## src/rtl/m_mem_access.sv

```systemverilog
// m_mem_access: M-stage load/store unit with lane select/extend and req/ack bus handshake, optional MISALIGN_CHECK_EN
module m_mem_access #(
  parameter int MAX_WAIT = 15
) (
  input  logic        clk,
  input  logic        reset,
  input  logic        req,
  input  logic [3:0]  mem_op,
  input  logic [31:0] addr,
  input  logic [31:0] wdata,
  output logic        stall,
  output logic        done,
  output logic [31:0] rdata,
  output logic        err,
  output logic        bus_req,
  output logic        bus_we,
  output logic [3:0]  bus_be,
  output logic [31:0] bus_addr,
  output logic [31:0] bus_wdata,
  input  logic [31:0] bus_rdata,
  input  logic        bus_ack
);
  typedef enum logic [1:0] {IDLE, BUSY, DONE} state_t;
  state_t      state;
  logic [3:0]  op_q;
  logic [1:0]  off_q;
  logic [7:0]  cnt;
  logic        valid, is_store, misalign;
  logic [3:0]  be_n;
  logic [31:0] wd_n, shifted, ext;
  logic [7:0]  byte_l;
  logic [15:0] half_l;
  always_comb begin
    valid    = mem_op >= 4'd1 && mem_op <= 4'd8;
    is_store = mem_op >= 4'd6;
    be_n     = mem_op == 4'd8 ? 4'b0001 << addr[1:0] : mem_op == 4'd7 ? (addr[1] ? 4'b1100 : 4'b0011) : 4'b1111;
    wd_n     = mem_op == 4'd8 ? {4{wdata[7:0]}} : mem_op == 4'd7 ? {2{wdata[15:0]}} : wdata;
`ifdef MISALIGN_CHECK_EN
    misalign = ((mem_op == 4'd1 || mem_op == 4'd6) && addr[1:0] != 2'b00) ||
               ((mem_op == 4'd2 || mem_op == 4'd3 || mem_op == 4'd7) && addr[0]);
`else
    misalign = 1'b0;
`endif
    shifted  = bus_rdata >> {off_q, 3'b000};
    byte_l   = shifted[7:0];
    half_l   = off_q[1] ? bus_rdata[31:16] : bus_rdata[15:0];
    ext      = op_q == 4'd1 ? bus_rdata :
               op_q == 4'd2 ? {{16{half_l[15]}}, half_l} :
               op_q == 4'd3 ? {16'h0, half_l} :
               op_q == 4'd4 ? {{24{byte_l[7]}}, byte_l} : {24'h0, byte_l};
    stall    = state == BUSY || (state == IDLE && req && valid);
  end
  always_ff @(posedge clk) begin
    if (reset) begin
      state     <= IDLE;
      op_q      <= '0;
      off_q     <= '0;
      cnt       <= '0;
      done      <= 1'b0;
      err       <= 1'b0;
      rdata     <= '0;
      bus_req   <= 1'b0;
      bus_we    <= 1'b0;
      bus_be    <= '0;
      bus_addr  <= '0;
      bus_wdata <= '0;
    end else begin
      case (state)
        IDLE: begin
          done <= 1'b0;
          err  <= 1'b0;
          if (req && valid) begin
            op_q  <= mem_op;
            off_q <= addr[1:0];
            cnt   <= '0;
            if (misalign) begin
              state <= DONE;
              done  <= 1'b1;
              err   <= 1'b1;
              rdata <= '0;
            end else begin
              state     <= BUSY;
              bus_req   <= 1'b1;
              bus_we    <= is_store;
              bus_be    <= be_n;
              bus_addr  <= {addr[31:2], 2'b00};
              bus_wdata <= wd_n;
            end
          end
        end
        BUSY: begin
          if (bus_ack) begin
            state   <= DONE;
            bus_req <= 1'b0;
            done    <= 1'b1;
            err     <= 1'b0;
            if (op_q < 4'd6) rdata <= ext;
          end else if (cnt == 8'(MAX_WAIT - 1)) begin
            state   <= DONE;
            bus_req <= 1'b0;
            done    <= 1'b1;
            err     <= 1'b1;
            rdata   <= '0;
          end else begin
            cnt <= cnt + 8'd1;
          end
        end
        default: begin
          state <= IDLE;
          done  <= 1'b0;
          err   <= 1'b0;
        end
      endcase
    end
  end
endmodule

```

## config.mk

```make
export PLATFORM = sky130hd
export DESIGN_NAME = m_mem_access
export DESIGN_NICKNAME = d
export VERILOG_FILES = /design/src/rtl/m_mem_access.sv
export SDC_FILE = /design/constraint.sdc
export NUM_CORES = 1
export LEC_CHECK = 0
export BUFFER_PORTS_ARGS = -buffer_cell sky130_fd_sc_hd__buf_4
export CORE_MARGIN = 5
export CORE_UTILIZATION = 40
export DETAILED_ROUTE_END_ITERATION = 8
export PLACE_DENSITY = 0.68
export SYNTH_ARGS = -nofsm -noshare
export SYNTH_HDL_FRONTEND = slang
export SYNTH_SLANG_ARGS = --single-unit
```

## constraint.sdc

```tcl
create_clock -name clk -period 2.4 [get_ports clk]
set_input_delay 0.48 -clock clk [delete_from_list [all_inputs] [get_ports clk]]
set_output_delay 0.48 -clock clk [all_outputs]
set_load 0.01 [all_outputs]
```

After elaboration in Yosys (flattened, before gate mapping). Index checks and enable logic that the tools add are counted.

Multiply operators: 0. $add $sub $neg: 1. Shift-type cells: 2. Mux-type cells: 27. Div/mod/pow operators: 0. Reductions and logical operators: 15. $lt $le $gt $ge: 4. Bitwise gates (word level): 1. Equal/unequal tests: 13.

Operator list (count): two-way mux 32 bit (9); right shift 32 x 5 -> 8 bit (1); two-way mux 8 bit (3); two-way mux 16 bit (1); one-hot mux 8 bit (2 select lines) (1); two-way mux 4 bit (3); adder 8 x 1 -> 8 bit, second input constant (1); == test 4 x 2 -> 1 bit, second input constant (2); == test 4 x 3 -> 1 bit, second input constant (2); == test 8 x 4 -> 1 bit, second input constant (1); two-way mux 2 bit (3); AND reduction 3 bit (2); two-way mux 1 bit (5); == test 4 x 1 -> 1 bit, second input constant (1); == test 4 bit, second input constant (1); greater-or-equal comparator 4 x 1 -> 1 bit, second input constant (1); greater-or-equal comparator 4 x 3 -> 1 bit, second input constant (1); less-or-equal comparator 4 bit, second input constant (1); logical AND 1 bit (4); less-than comparator 4 x 3 -> 1 bit, second input constant (1); != test 2 x 1 -> 1 bit, second input constant (2); != test 2 bit, second input constant (2); one-hot mux 2 bit (2 select lines) (1); AND reduction 2 bit (2); other kinds (11) (12).

ROM bits: 0. Register bits: 118. Bits in latches: 0. Memories: 0. Input port bits: 104. Memory bits (writable): 0. Logic and storage cells: 75.

Longest topological paths before layout. Gate-level depths: netlist (run 1).

Depth after elaboration: 7. Depth in mapped cells: 8. Gate-level depth less buffers: 6.

Worst setup path after synthesis (run 1). OpenSTA, ideal clock, no wires.

Path kind: in2out. Start point: input port mem_op[3]. End point: output port stall. Slack: 293 ps. Data required time: 1920 ps. Arrival: 1627 ps. Stages: 5. Cells stage by stage: buf_2 or4_1 nand3_1 buf_2 nand2_1.

Cells in the longest elaborated chain, start to end: 4.

Ends and longest elaborated chain: from (decl) (RTL line 8) `input logic [3:0] mem_op,`; greater-or-equal comparator 4 x 1 -> 1 bit / less-or-equal comparator 4 bit (equally long branches) (RTL line 34) `valid = mem_op >= 4'd1 && mem_op <= 4'd8;`; logical AND 1 bit * (RTL line 34); logical AND 1 bit * (RTL line 51) `stall = state == BUSY || (state == IDLE && req && valid);`; logical OR 1 bit * (RTL line 51); to (decl) (RTL line 11) `output logic stall,`.

Every way passes the cells marked *; elsewhere a longest branch is shown, timed or not.

Worst setup path in the final report (run 1).
Start point: register op_q[1]. End point: register rdata[8].

Cells in the longest elaborated chain, start to end: 7.

Ends and longest elaborated chain: from (decl) (RTL line 25) `logic [3:0] op_q;`; from (signal assigned) (RTL line 73) `op_q <= mem_op;`; == test 4 x 3 -> 1 bit (RTL line 50) `op_q == 4'd4 ? {{24{byte_l[7]}}, byte_l} : {24'h0, byte_l};`; two-way mux 32 bit (RTL line 50); two-way mux 32 bit (RTL line 49) `op_q == 4'd3 ? {16'h0, half_l} :`; two-way mux 32 bit (RTL line 48) `op_q == 4'd2 ? {{16{half_l[15]}}, half_l} :`; two-way mux 32 bit (RTL line 47) `ext = op_q == 4'd1 ? bus_rdata :`; two-way mux 32 bit (RTL line 97) `if (op_q < 4'd6) rdata <= ext;`; two-way mux 32 bit (RTL line 92) `if (bus_ack) begin`; to (signal assigned) (RTL line 97); to (decl) (RTL line 13) `output logic [31:0] rdata,`.

Parallel ways exist; a longest one is shown, timed or not. The select of a mux whose other input is x is not followed. A chain may end at the register's enable or synchronous reset.

==> results of run 1 <==
cell usage after synthesis, types with 11 or more instances:
cell	n
o21ai_0	11
a21oi_1	50
o221ai_1	17
and3_1	11
nand2_1	111
o2bb2ai_1	30
dfxtp_1	118
clkbuf_1	21
buf_2	13
nor2_1	42
nand3_1	11
o211a_1	17
worst paths after layout:
| path | start | end | slack [ns] |
|---|---|---|---|
| min reg2reg | bus_addr[12] | bus_addr[12] | 0.45 |
| min | addr[12] | bus_addr[12] | 0.31 |
| max reg2reg | op_q[1] | rdata[8] | 0.41 |
| max | op_q[1] | rdata[8] | 0.41 |
sequential cells by signal, indices dropped and copies added (netlist names):
| register | count |
|---|---|
| bus_wdata | 32 |
| rdata | 32 |
| bus_addr | 30 |
| cnt | 8 |
| bus_be | 4 |
| op_q | 4 |
| off_q | 2 |
| state | 2 |
| bus_req | 1 |
| bus_we | 1 |
| done | 1 |
| err | 1 |
final cells by class:
class	count	area [um2]	share of cell area, %
inverters	8	30.0	0.404
clock buffers	23	498	6.70
flip-flops and latches	118	2360	31.8
well taps	172	215	2.90
clock inverters	9	145	1.95
repair buffers	225	1700	22.9
multi-input cells	405	2470	33.3
layer usage:
metal	track usage [%]	wire length, um	share of wire, %
met5	0	0	0
met4	8.24	314	1.9
met3	7.41	1660	10
met2	33.7	7680	46
met1	27.1	7020	42
logic make-up (layout without fill, tap and decap cells):
| logic type | count (synthesis) | count (layout) | synth area share, % |
|---|---|---|---|
| DFF | 118 | 118 | 45.9 |
| xor gates and xnor gates | 5 | 5 | 0.850 |
| other | 1 | 2 | 0.0728 |
| and+or+nand+nor | 209 | 209 | 18.1 |
| muxes | 11 | 11 | 2.38 |
| buffers and inverters | 58 | 265 | 6.51 |
| AOI/OAI and AO/OA | 176 | 176 | 25.7 |
| adders and majority gates | 2 | 2 | 0.486 |
where the power goes:
group,switching (W),internal (W)
combinational,0.000377,0.000350
sequential,0.0000651,0.00206
clock,0.000844,0.00186
total,0.00129,0.00427
worst register-to-register path: stages (launching register included):
cell and delay (ns):
dfxtp_1 0.46, or3b_1 0.59, o21ai_0 0.50, a221oi_1 0.21, o2bb2ai_1 0.15
stage by stage:
step	worst slack, ns	area (um2)
floorplan	0.293	5150
global placement	0.159	6780
detailed placement	0.0763	6780
CTS	0.399	7430
global route	0.199	7430
finish	0.410	7430
==> impl_metrics.yaml, run 1 <==
run_status:
  outcome: "finished, final reports clean"
cts:
  cts.sinks: 118
  ctsLongestPathBuffers: 2
  root_buffer: "clkbuf_16"
  clkLatencyLatePin_ns: 0.41
  post_cts_buffers: 0
  cts_resized: 0
  clk_pin_slew_ns: 0.05
  cts_hold_buf: 0
  cts_tree: "yes"
  htreeDepth: 4
  numCtsBuffers: 17
setup_path:
  crit_family: "compound AO/OA/AOI/OAI gates"
  crit_buf_inv: 0
  critPathSlowestCell: "or3b_1"
  critPathMaxStageDelay_ns: 0.59
  critical_path.max_fanout: 15
  endpoint_kind: "flop"
  crit_chain: "or3b_1 -> o21ai_0 -> a221oi_1 -> o2bb2ai_1"
  startpoint_type: "flop"
  cp_data_arrival_time_ns: 2.33
  critPathKind: "flop to flop"
  worst-path-stages: 4
  reg2regPathDepth: 4
  cp.required_ns: 2.74
place:
  placedCellCount: 928
  portBuffers: 206
  hpwlAfterDp_um: 12400
  gp_congestion: 0.885
final_layout:
  nNetsFinal: 881
  layout_commonest_cell: "buf_4"
  utilization_pct: 58.9
  mostFrequentLayoutCells: "buf_4 (224), dfxtp_1 (118), nand2_1 (111)"
  drive_above_1_share_pct: 33.8
  antenna_cells: 0
  fillers: 1152
  finalNonFillerCells: 960
  area_growth_syn_to_layout_pct: 44.2
sta:
  skew_ns: 0.0137
  finalSetupViolCount: 0
  finalSetupTns_ns: 0
  final_hold_viol_count: 0
  worstMarginPinSlew_ns: 0.554
  drv_slew: 0
  min_period_over_period_pct: 82.9
  fmax_ghz: 0.503
  fin_crit_ns: 1.99
  maxSlewHeadroom_pct: 62.8
  timing.hold.ws_ns: 0.313
  rsz0062_at_grt: "no"
route:
  wl_um: 16700
  routed_via_density: 5.47
  remaining_drc_errors: 0
  antenna_left: 0
  num_vias: 5249
  first_pass_iters: 5
  wl_per_cell_um: 17.4
  drt_iter0_drc: 493
synth:
  syn_area_um2: 5150
  yosysTopAreaCell: "dfxtp_1"
  ys_seq_area_share_pct: 45.9
  async_flop_share_pct: 0
  postSynthAreaPerCell_um2: 8.88
  syn_inst: 580
  yosys.area.top_type_share_pct: 45.9
  ys.flop_type: "dfxtp_1"
  synth_edf_count: 0
  synth-seq-cells: 118
  synth_cell_types: 56
  synth_warnings: 0
  synth_area_leaders: "dfxtp_1 (46%), nand2_1 (8.1%), o2bb2ai_1 (5.1%)"
global_routing:
  grt_pass1_vias: 5029
  grt_max_degree: 45
  grt_pass1_wl_um: 25500
  antenna_found_initial: 0
  grt-ovfl-total: 0
  grt_util_all_layers_pct: 21.5
hold_path:
  worstHoldPathCells: 3
  hp-class: "input port to flop"
power:
  p_leak_nw: 3.38
  vdd_drop_max_uv: 414
  p_total_w: 0.00556
  power_density_nw_per_um2: 748
run:
  maxCapViolCount: 0
die:
  core_area_um2: 12600
  rows: 41
  initial_core_util_pct: 40.8
  die_h_um: 123
  die_area_um2: 15200
  die_w_um: 123
  io_pins: 209
Power figures use the tool's default switching activity.
==> run 2, diff against run 1 <==
- PLACE_DENSITY: 0.68 -> 0.71
- clock period: 2.4 -> 1.8 ns (I/O delays scaled with it)
==> impl_metrics.yaml, run 2 (same netlist as run 1, synthesis figures left out) <==
route:
  num_vias: 5266
  routed_via_density: 5.35
  wl_um: 16400
  wl_per_cell_um: 16.7
  first_pass_iters: 5
  drt_iter0_drc: 486
  remaining_drc_errors: 0
  antenna_left: 0
cts:
  numCtsBuffers: 17
  root_buffer: "clkbuf_16"
  cts_tree: "yes"
  clk_pin_slew_ns: 0.05
  htreeDepth: 4
  clkLatencyLatePin_ns: 0.41
  cts.sinks: 118
  ctsLongestPathBuffers: 2
  cts_hold_buf: 0
sta:
  drv_slew: 0
  fin_crit_ns: 1.76
  skew_ns: 0.0104
  worstMarginPinSlew_ns: 0.966
  maxSlewHeadroom_pct: 35.3
  final_hold_viol_count: 0
  fmax_ghz: 0.568
  rsz0062_at_grt: "yes"
  finalSetupViolCount: 0
  worst_slack_ns: 0.0389
  min_period_over_period_pct: 97.8
  timing.hold.ws_ns: 0.197
setup_path:
  critPathKind: "flop to output pin"
  cp.required_ns: 1.44
  critPathMaxStageDelay_ns: 0.35
  crit_chain: "nor3b_4 -> nand3_2 -> nand2_1 -> buf_4"
  critical_path.max_fanout: 5
  endpoint_kind: "output pin"
  crit_family: "simple AND/OR/NAND/NOR gates"
  startpoint_type: "flop"
  cp_data_arrival_time_ns: 1.40
  crit_buf_inv: 1
  critPathSlowestCell: "dfxtp_2"
place:
  hpwlAfterDp_um: 12600
  placedCellCount: 951
  gp_congestion: 0.874
  dpl_worst_slack_ns: -0.150
  portBuffers: 206
power:
  power.internal_w: 0.00556
  power_frac_comb_pct: 14.0
  pwr-share-clk_pct: 47.3
  vdd_drop_max_uv: 590
  sw_frac_of_total_pct: 23.8
  power_frac_seq_pct: 38.7
  switchingPower_w: 0.00174
  p_leak_nw: 3.51
  power_density_nw_per_um2: 954
global_routing:
  antenna_found_initial: 0
  grt_util_all_layers_pct: 21.5
  grt_pass1_vias: 5120
  grt-ovfl-total: 0
  grt_max_degree: 52
  grt_pass1_wl_um: 25900
final_layout:
  final-seq-area_um2: 2370
  antenna_cells: 0
  area_growth_syn_to_layout_pct: 48.6
  layout_commonest_cell: "buf_4"
  finalNonFillerCells: 985
  utilization_pct: 60.7
  mostFrequentLayoutCells: "buf_4 (245), dfxtp_1 (115), nand2_1 (111)"
  multiInputGateArea_um2: 2490
  drive_above_1_share_pct: 36.5
  nNetsFinal: 906
  fillers: 1123
  reg_top3: "bus_wdata x32, rdata x32, bus_addr x30"
hold_path:
  hp-class: "input port to flop"
die:
  initial_core_util_pct: 40.8
  die_w_um: 123
  rows: 41
  io_pins: 209
  die_area_um2: 15200
  die_h_um: 123
  core_area_um2: 12600
run_status:
  outcome: "finished, final reports clean"
run:
  maxCapViolCount: 0
## run 2: changes by cell type in the layout (fill, tap and decap cells not counted), sizes merged
cell / delta
buf: +25
bufinv: -1
clkinvlp: +1
## run 2: final timing paths
kind	start	end	slack, ns	cells after the start
setup / recovery	state[1]	stall	0.04	4
hold / removal	addr[7]	bus_addr[7]	0.20	3
setup reg to reg	off_q[1]	rdata[10]	0.09	5
hold reg to reg	bus_wdata[1]	bus_wdata[1]	0.45	2
## run 2: worst min-delay path: stages
cell	delay (ns)
buf_4	0.11
nand2_1	0.04
a21oi_1	0.05
## run 2: metal layers
| layer | track usage [%] | up-vias | wire [um] |
|---|---|---|---|
| met5 | 0 | - | 0 |
| met3 | 6.63 | 31 | 1630 |
| li1 | - | 2553 | - |
| met1 | 27.2 | 2449 | 6810 |
| met2 | 33.8 | 233 | 7520 |
| met4 | 9.20 | 0 | 452 |
## run 2: metrics by stage
stage	total power [W]	setup TNS, ns	cell area, um2
final	0.00730	0	7660
after global routing	0.00759	-0.0616	7660
after CTS	0.00735	-0.0382	7630
after detailed placement	0.00389	-3.14	7010
after global placement	0.00386	-0.697	7010
after floorplan	0.00334	0	5160
## run 2: what timing repair did
item                                    CTS  global route
gates cloned                              0             0
endpoints found under the setup margin    7            31
setup buffers                             0             2
pin swaps                                 1             2
endpoints found under the hold margin     0             0
gates resized for setup                   3             6
## run 2: area by class of cell
| type | count | area share [%] |
|---|---|---|
| inverters | 8 | 0.392 |
| repair buffers | 250 | 25.3 |
| well taps | 172 | 2.81 |
| clock inverters | 9 | 1.60 |
| clock buffers | 23 | 6.37 |
| multi-input cells | 405 | 32.6 |
| flip-flops and latches | 118 | 30.9 |
## run 2: power groups by stage
stage          logic (W)  registers (W)  clock network (W)
2_1_floorplan   0.000430        0.00291                  0
3_3_place_gp    0.000992        0.00287                  0
3_5_place_dp     0.00101        0.00287                  0
4_1_cts          0.00102        0.00282            0.00350
5_1_grt          0.00111        0.00284            0.00364
6_report         0.00102        0.00283            0.00346
==> run 3, diff against run 2 <==
- CORE_MARGIN: 5 -> default
- GPL_TIMING_DRIVEN: default -> 0
==> impl_metrics.yaml, run 3 (same netlist as run 1, synthesis figures left out) <==
cts:
  clkLatencyLatePin_ns: 0.42
  cts_tree: "yes"
  ctsLongestPathBuffers: 2
  cts_hold_buf: 0
  numCtsBuffers: 17
  root_buffer: "clkbuf_16"
  cts.sinks: 118
  htreeDepth: 4
  clk_pin_slew_ns: 0.05
sta:
  fin_crit_ns: 1.84
  maxSlewHeadroom_pct: 53.3
  min_period_over_period_pct: 102
  worst_slack_ns: -0.0391
  timing.hold.ws_ns: 0.189
  rsz0062_at_grt: "yes"
  drv_slew: 0
  finalSetupTns_ns: -0.262
  skew_ns: 0.00525
  worstMarginPinSlew_ns: 0.700
  fmax_ghz: 0.544
  final_hold_viol_count: 0
  finalSetupViolCount: 11
run_status:
  violations: "negative setup slack"
  outcome: "finished, violations left"
final_layout:
  nNetsFinal: 915
  reg_top3: "bus_wdata x32, rdata x32, bus_addr x30"
  layout_commonest_cell: "buf_4"
  area_growth_syn_to_layout_pct: 53.4
  fillers: 1092
  drive_above_1_share_pct: 39.3
  antenna_cells: 0
  mostFrequentLayoutCells: "buf_4 (216), dfxtp_1 (114), nand2_1 (110)"
route:
  drt_iter0_drc: 390
  wl_um: 17300
  remaining_drc_errors: 0
  num_vias: 5361
  antenna_left: 0
  first_pass_iters: 5
  routed_via_density: 5.39
  wl_per_cell_um: 17.4
power:
  p_total_w: 0.00769
  power_density_nw_per_um2: 973
  p_leak_nw: 3.53
  vdd_drop_max_uv: 557
place:
  hpwlAfterDp_um: 12700
  gp_congestion: 0.823
  dpl_worst_slack_ns: -0.395
  portBuffers: 204
setup_path:
  critPathSlowestCell: "mux4_2"
  critPathKind: "flop to flop"
  r2r-end: "rdata[26]"
  rrSetupSlack_ns: -0.04
  startpoint_type: "flop"
  critical_path.max_fanout: 6
  crit_chain: "mux4_2 -> and4b_2 -> o21ai_4 -> buf_6 -> o2bb2ai_4"
  timing.rr.start: "off_q[1]"
  cp_data_arrival_time_ns: 2.14
  critPathMaxStageDelay_ns: 0.51
  endpoint_kind: "flop"
  cp.required_ns: 2.11
  reg2regPathDepth: 5
hold_path:
  worstHoldStart: "addr[6]"
  worstHoldPathCells: 3
  hp-class: "input port to flop"
  whs_endpoint: "bus_addr[6]"
global_routing:
  grt_pass1_vias: 5168
  grt_max_degree: 20
  grt-ovfl-total: 0
  antenna_found_initial: 0
  grt_pass1_wl_um: 26000
  grt_util_all_layers_pct: 25.7
die:
  core_area_um2: 12600
  io_pins: 209
  die_w_um: 115
  die_h_um: 115
  die_area_um2: 13300
  initial_core_util_pct: 41.0
  rows: 41
run:
  maxCapViolCount: 0
## run 3: changes by cell type in the layout (fill, tap and decap cells not counted), moves of 4 or more
cell,before,now
buf_4,245,216
o2bb2ai_1,30,17
clkbuf_1,2,14
buf_2,0,11
buf_6,0,11
o2bb2ai_2,0,11
buf_12,5,1
nor2_1,42,38
## run 3: layer usage
| layer | GRT usage [%] | vias to the layer above | wire length (um) |
|---|---|---|---|
| li1 | - | 2581 | - |
| met1 | 29.0 | 2499 | 6980 |
| met2 | 43.9 | 250 | 8370 |
| met3 | 8.79 | 31 | 1540 |
| met4 | 11.3 | 0 | 378 |
| met5 | 0 | - | 0 |
## run 3: worst max-delay path: cells and delay by family (launching register included)
| kind | cells | cell delay [ns] |
|---|---|---|
| AO/OA/AOI/OAI | 2 | 0.37 |
| buffers and inverters | 1 | 0.20 |
| multiplexers | 1 | 0.51 |
| AND/OR/NAND/NOR | 1 | 0.30 |
| flip-flops | 1 | 0.34 |
## run 3: power breakdown
part | internal, W | switching (W) | leakage (nW)
sequential | 0.00274 | 0.0000793 | 0.964
clock | 0.00256 | 0.00123 | 0.314
combinational | 0.000520 | 0.000552 | 2.25
## run 3: stage by stage
stage | util [%] | cell area [um2] | std cells
3_3_place_gp | 54.9 | 6900 | 957
5_1_grt | 62.9 | 7900 | 994
6_report | 62.9 | 7900 | 994
3_5_place_dp | 54.9 | 6900 | 957
2_1_floorplan | - | 5160 | 581
4_1_cts | 61.6 | 7740 | 994
## run 3: worst max path at each step
stage	start	end	slack, ns	depth (start not counted)
2_1_floorplan	off_q[1]	rdata[24]	0.03	7
3_3_place_gp	mem_op[2]	stall	-0.33	6
3_5_place_dp	req	bus_wdata[12]	-0.39	6
4_1_cts	off_q[1]	rdata[25]	-0.05	7
5_1_grt	off_q[1]	rdata[26]	-0.09	5
6_report	off_q[1]	rdata[26]	-0.04	5
## run 3: what timing repair did
| item | 4_1_cts | 5_1_grt |
|---|---|---|
| gates cloned | 1 | 0 |
| pin swaps | 5 | 19 |
| setup buffers | 7 | 3 |
| endpoints found under the setup margin | 63 | 44 |
| endpoints found under the hold margin | 0 | 0 |
| gates resized for setup | 29 | 41 |
## run 3: layout make-up
type                       instances  area (um2)  area share [%]
tap                              172         215            2.72
clock inverter                    12         199            2.52
buffer                            44         279            3.53
sequential                       118        2370            30.0
multi-input combinational        405        2700            34.2
timing repair buffer             215        1640            20.7
clock buffer                      20         467            5.91
inverter                           8        30.0           0.380
